<file path="src/rtl/load_store_unit.sv">
// Load/store unit: one request in flight, big-endian byte/half/word access to a data memory.
// Latency: accept at edge N, memory access in cycle N+1, response from N+2 (faults respond from N+1).
// Backpressure: req_ready only in IDLE; response held stable until rsp_valid && rsp_ready.
//
// Ports:
//   clk, rst_n                       clock, synchronous active-low reset
//   req_valid/req_ready + req_*      request channel (write, size, signed, addr, right-aligned wdata)
//   rsp_valid/rsp_ready + rsp_*      response channel (extended load data, fault flag)
//   mem_addr/hsize/w_en/wdata/rdata  data memory port (combinational read, write on clock edge)
module load_store_unit #(
    parameter int unsigned MEM_BYTES = 1024
) (
    input  logic        clk,
    input  logic        rst_n,
    input  logic        req_valid,
    output logic        req_ready,
    input  logic        req_write,
    input  logic [1:0]  req_size,
    input  logic        req_signed,
    input  logic [31:0] req_addr,
    input  logic [31:0] req_wdata,
    output logic        rsp_valid,
    input  logic        rsp_ready,
    output logic [31:0] rsp_rdata,
    output logic        rsp_err,
    output logic [31:0] mem_addr,
    output logic [2:0]  mem_hsize,
    output logic        mem_w_en,
    output logic [31:0] mem_wdata,
    input  logic [31:0] mem_rdata
);

    typedef enum logic [1:0] {
        IDLE   = 2'd0,
        ACCESS = 2'd1,
        RESP   = 2'd2
    } state_t;

    state_t      state_q, state_d;
    logic        write_q, write_d;
    logic [1:0]  size_q, size_d;
    logic        signed_q, signed_d;
    logic [31:0] addr_q, addr_d;
    logic [31:0] wdata_q, wdata_d;
    logic [31:0] rsp_rdata_q, rsp_rdata_d;
    logic        rsp_err_q, rsp_err_d;

    logic [2:0]  req_bytes;
    logic [32:0] req_end;
    logic        req_fault;
    logic [31:0] load_ext;
    logic        in_access;

    // Fault check on the incoming request. The end address is formed in 33 bits
    // so an access that wraps past 0xFFFFFFFF is still seen as out of range.
    always_comb begin
        case (req_size)
            2'b00:   req_bytes = 3'd1;
            2'b01:   req_bytes = 3'd2;
            2'b10:   req_bytes = 3'd4;
            default: req_bytes = 3'd0;
        endcase
        req_end   = {1'b0, req_addr} + {30'b0, req_bytes};
        req_fault = (req_size == 2'b11)
                 || ((req_size == 2'b01) && req_addr[0])
                 || ((req_size == 2'b10) && (req_addr[1:0] != 2'b00))
                 || (req_end > 33'(MEM_BYTES));
    end

    // Memory returns the accessed value right-aligned; only extension is needed here.
    always_comb begin
        case (size_q)
            2'b00:   load_ext = signed_q ? {{24{mem_rdata[7]}}, mem_rdata[7:0]}
                                         : {24'b0, mem_rdata[7:0]};
            2'b01:   load_ext = signed_q ? {{16{mem_rdata[15]}}, mem_rdata[15:0]}
                                         : {16'b0, mem_rdata[15:0]};
            default: load_ext = mem_rdata;
        endcase
    end

    always_comb begin
        state_d     = state_q;
        write_d     = write_q;
        size_d      = size_q;
        signed_d    = signed_q;
        addr_d      = addr_q;
        wdata_d     = wdata_q;
        rsp_rdata_d = rsp_rdata_q;
        rsp_err_d   = rsp_err_q;
        case (state_q)
            IDLE: begin
                if (req_valid) begin
                    write_d     = req_write;
                    size_d      = req_size;
                    signed_d    = req_signed;
                    addr_d      = req_addr;
                    wdata_d     = req_wdata;
                    rsp_rdata_d = 32'b0;
                    rsp_err_d   = req_fault;
                    // Faulted requests skip the memory cycle entirely.
                    state_d     = req_fault ? RESP : ACCESS;
                end
            end
            ACCESS: begin
                if (!write_q) begin
                    rsp_rdata_d = load_ext;
                end
                state_d = RESP;
            end
            RESP: begin
                if (rsp_ready) begin
                    state_d = IDLE;
                end
            end
            default: state_d = IDLE;
        endcase
    end

    always_ff @(posedge clk) begin
        if (!rst_n) begin
            state_q     <= IDLE;
            write_q     <= 1'b0;
            size_q      <= 2'b0;
            signed_q    <= 1'b0;
            addr_q      <= 32'b0;
            wdata_q     <= 32'b0;
            rsp_rdata_q <= 32'b0;
            rsp_err_q   <= 1'b0;
        end else begin
            state_q     <= state_d;
            write_q     <= write_d;
            size_q      <= size_d;
            signed_q    <= signed_d;
            addr_q      <= addr_d;
            wdata_q     <= wdata_d;
            rsp_rdata_q <= rsp_rdata_d;
            rsp_err_q   <= rsp_err_d;
        end
    end

    assign in_access = (state_q == ACCESS);
    assign req_ready = (state_q == IDLE);
    assign rsp_valid = (state_q == RESP);
    assign rsp_rdata = rsp_rdata_q;
    assign rsp_err   = rsp_err_q;

    // Memory port is quiet outside ACCESS. rst_n gates the write enable directly
    // so a reset arriving mid-store suppresses the write on that very edge.
    assign mem_addr  = in_access ? addr_q : 32'b0;
    assign mem_hsize = in_access ? {1'b0, size_q} : 3'b0;
    assign mem_wdata = in_access ? wdata_q : 32'b0;
    assign mem_w_en  = in_access && write_q && rst_n;

endmodule

</file>
<file path="config.mk">
export PLATFORM = sky130hd
export DESIGN_NAME = load_store_unit
export DESIGN_NICKNAME = d
export VERILOG_FILES = /design/src/rtl/load_store_unit.sv
export SDC_FILE = /design/constraint.sdc
export NUM_CORES = 1
export LEC_CHECK = 0
export CORE_MARGIN = 1
export CORE_UTILIZATION = 25
export CTS_CLUSTER_SIZE = 28
export DETAILED_ROUTE_END_ITERATION = 6
export SLEW_MARGIN = 20
export SYNTH_ARGS = -nofsm -noshare
export SYNTH_HDL_FRONTEND = slang
export SYNTH_SLANG_ARGS = --single-unit
</file>
<file path="constraint.sdc">
create_clock -name clk -period 3.7 [get_ports clk]
set_input_delay 1.11 -clock clk [delete_from_list [all_inputs] [get_ports clk]]
set_output_delay 1.11 -clock clk [all_outputs]
set_load 0.005 [all_outputs]
</file>
==> summary.txt <==
Status
  • Status: complete, no violations

Cells and area
  • Register area: 2060 um2
  • Final non-filler cell area: 7990 um2
  • Diodes inserted: 0
  • Multi-input logic area: 2910 um2
  • Final net count: 969
  • Most frequent cells in the layout: clkdlybuf4s50_1, nand2_1, dfxtp_1, a21boi_0, and2_1
  • Share of post-route cells with drive strength above 1: 9.24%
  • Fillers: 2081
  • Area Overhead vs Synth: 55.5%
  • Most common cell after layout, fill and taps aside: clkdlybuf4s50_1

GRT
  • GRT Total Usage: 15.6%
  • GR Util met1: 19.6%
  • Vias in the first global route: 5092
  • Total grt overflow: 0
  • First-pass GRT wire length: 26600 um
  • Initial antenna violation count: 0
  • Met2 Usage GRT: 26.3%
  • Most Used Layer, Global Route: met2
  • Met3 usage: 3.67%
  • Pin count of the biggest net entering global routing: 105

Logic synthesis
  • Syn Nets: 756
  • Synth Area in Simple Gates: 30.2%
  • Compound-Gate Fraction of Synth Area: 23.4%
  • Largest family of logic cells by synthesized area: simple AND/OR/NAND/NOR gates
  • Post-synthesis adder-cell area fraction: 1.12%
  • Register area share after synthesis: 40.1%
  • Syn Inst Count: 648
  • Portion of netlist area occupied by mux cells: 0.195%
  • Async set-reset flop share out of synthesis: 0%
  • Synth unique cells: 52
  • Synth top area cells: dfxtp_1, a21boi_0, nand2_1
  • Post-synth EDFFs: 0
  • Post-synthesis cell area: 5140 um2
  • Post-synth top area share: 40.1%
  • Synth warn: 0
  • Post-Synth XOR/XNOR Area: 1.02%
  • Mean post-synth cell area: 7.93 um2
  • Register bit total from synthesis: 103
  • Primary FF master, synth: dfxtp_1
  • Synth area leader: dfxtp_1

Route
  • DRT antenna net count: 0
  • WL/cell: 14.2 um
  • DRC: 0
  • Final wirelength: 16200 um
  • First-pass detailed-route iteration total: 7
  • Initial DRC count: 159
  • Vias per cell: 4.57
  • Vias: 5194

Pwr
  • Static leakage power: 2.84 nW
  • Flop pwr share: 47.3%
  • Sw Share: 26.9%
  • Power per cell area: 312 nW/um2
  • Switching power: 0.670 mW
  • Combinational cell fraction of total power: 14.9%
  • VDD IR max: 0.000199 V
  • Part of the power in the clock network: 37.8%
  • Pint: 1.82 mW

Clocking
  • Clock Path Buffers: 2
  • H-tree depth: 3
  • Worst-path clk slew: 70 ps
  • CTS sink cnt: 103
  • CTS Root Cell: clkbuf_16
  • Post-cts hold buffer count: 0
  • TritonCTS clock tree: done
  • Total CTS buffers: 9
  • Clk_lat worst skew: 360 ps

Setup path
  • Reg2Reg Launch Point: state_q[0]$_SDFFE_PN0P_
  • Worst Path Max Fanout: 3
  • Critical Path Max Stage Delay: 460 ps
  • CP required: 3990 ps
  • Worst-path cell chain: clkdlybuf4s50_1, ha_2, fa_1, buf_4, xor2_1, nor4b_2, o221ai_1, a211oi_1, o32ai_1, nor4_2, and3_1
  • Critical Path Source Type: primary input
  • Critical path capture point type: flip-flop
  • FF-to-FF End: rsp_rdata[24]$_SDFFE_PN0P_
  • Crit path arrival time: 3890 ps
  • WP buf/inv: 2
  • Reg2reg path depth: 8
  • Crit-path leading delay family: simple AND/OR/NAND/NOR gates
  • WS Path Type: primary input to flip-flop
  • R2R Setup Slk: 1690 ps
  • Worst path slowest cell: clkdlybuf4s50_1

Worst hold path
  • WHS Path Cells: 2
  • Hold crit path type: flip-flop to flip-flop
  • Hold_sp: addr_q[31]$_SDFFE_PN0P_
  • Min-Delay Endpoint: addr_q[31]$_SDFFE_PN0P_

STA
  • # setup viols final: 0
  • Max_slew headroom: 38.1%
  • Max Clk Rate: 278 MHz
  • Final-report hold violation count: 0
  • Setup WS post-layout: 106 ps
  • Slew @ Worst Pin: 928 ps
  • Slew Limit Fails: 0
  • RSZ-0062 raised after global routing: no
  • Clock skew: 11.5 ps
  • Fin crit period: 3590 ps
  • Tcrit/Tclk final: 97.1%
  • Final hold slack: 461 ps

Floorplan
  • CORE AREA: 20200 um2
  • Die width: 145 um
  • DIE AREA: 21100 um2
  • Row cnt: 52
  • Initial Utilization: 25.5%
  • Die Y: 145 um
  • Io pins: 207

Place
  • Port bufs: 205
  • HPWL Detailed: 11300 um
  • Dpl cell area: 7670 um2
  • Pre-CTS WS: -287 ps
  • RD Place Congestion: 0.830

Flow run
  • Total of max-cap violations: 0
-- state kept, by name, summed over array words and instances, names as in the netlist --
| register | cells |
|---|---|
| addr_q | 32 |
| rsp_err | 1 |
| write_q | 1 |
| wdata_q | 32 |
| size_q | 2 |
| rsp_rdata | 32 |
| signed_q | 1 |
| state_q | 2 |
-- what timing repair did --
action,4_1_cts,5_1_grt
endpoints found under the setup margin,0,3
setup buffers,0,0
gates resized for setup,0,8
-- power groups by stage --
stage,logic [mW],registers [mW],clock network (mW)
floorplan,0.166,1.20,0
global placement,0.369,1.20,0
detailed placement,0.373,1.21,0
CTS,0.375,1.18,0.986
global route,0.414,1.19,1.03
finish,0.370,1.18,0.943
-- per-stage QoR --
step	std cells	utilization (%)	total power, mW	setup TNS (ps)
global placement	1120	38.0	1.57	-668
floorplan	648	-	1.36	0
global route	1136	39.6	2.63	0
finish	1136	39.6	2.49	0
CTS	1136	39.5	2.54	0
detailed placement	1120	38.0	1.58	-803
-- cell families after synthesis --
logic type / count (synthesis)
compound gates: 175
xor+xnor: 6
fa+ha+maj: 4
buf+inv: 46
flops: 103
mux: 1
other cells: 1
simple gates: 312
-- Yosys cell counts, types with 6 or more instances --
cell type / instances
nand3_1: 9
a21oi_1: 17
nor2_1: 10
and2_1: 69
nor2b_1: 25
a22oi_1: 17
nand2_1: 161
a21boi_0: 86
and3_1: 6
dfxtp_1: 103
o21ai_0: 30
clkbuf_1: 39
-- metal layers --
layer  part of all wire (%)  vias up
met4                    1.9        0
met1                     46     2394
met3                    5.3       20
met2                     47      153
li1                       -     2627
met5                      0        -
-- cell type report --
class,instances,area share [%]
Tap cell,270,4.23
Timing Repair Buffer,247,29.8
Inverter,1,0.0470
Clock buffer,9,2.82
Sequential cell,103,25.8
Multi-Input combinational cell,499,36.4
Clock inverter,7,0.862
-- worst register-to-register path, cell delays in order (launching register included) --
cell and delay [ps]:
dfxtp_1 350, nor2b_4 150, buf_4 360, nor2b_1 190, buf_4 200, a21boi_0 190, buf_4 210, o21ai_0 100
a21boi_0 190
-- how the worst max path moves through the flow --
stage / startpoint / to / depth (start not counted)
floorplan: req_size[0] / state_q[1]$_SDFFE_PN0P_ / 10
global placement: req_size[1] / state_q[1]$_SDFFE_PN0P_ / 11
detailed placement: req_size[0] / state_q[1]$_SDFFE_PN0P_ / 11
CTS: req_size[0] / state_q[1]$_SDFFE_PN0P_ / 11
global route: req_addr[0] / state_q[0]$_SDFFE_PN0P_ / 11
finish: req_addr[0] / state_q[0]$_SDFFE_PN0P_ / 11
(Power assumes the default switching activity.)
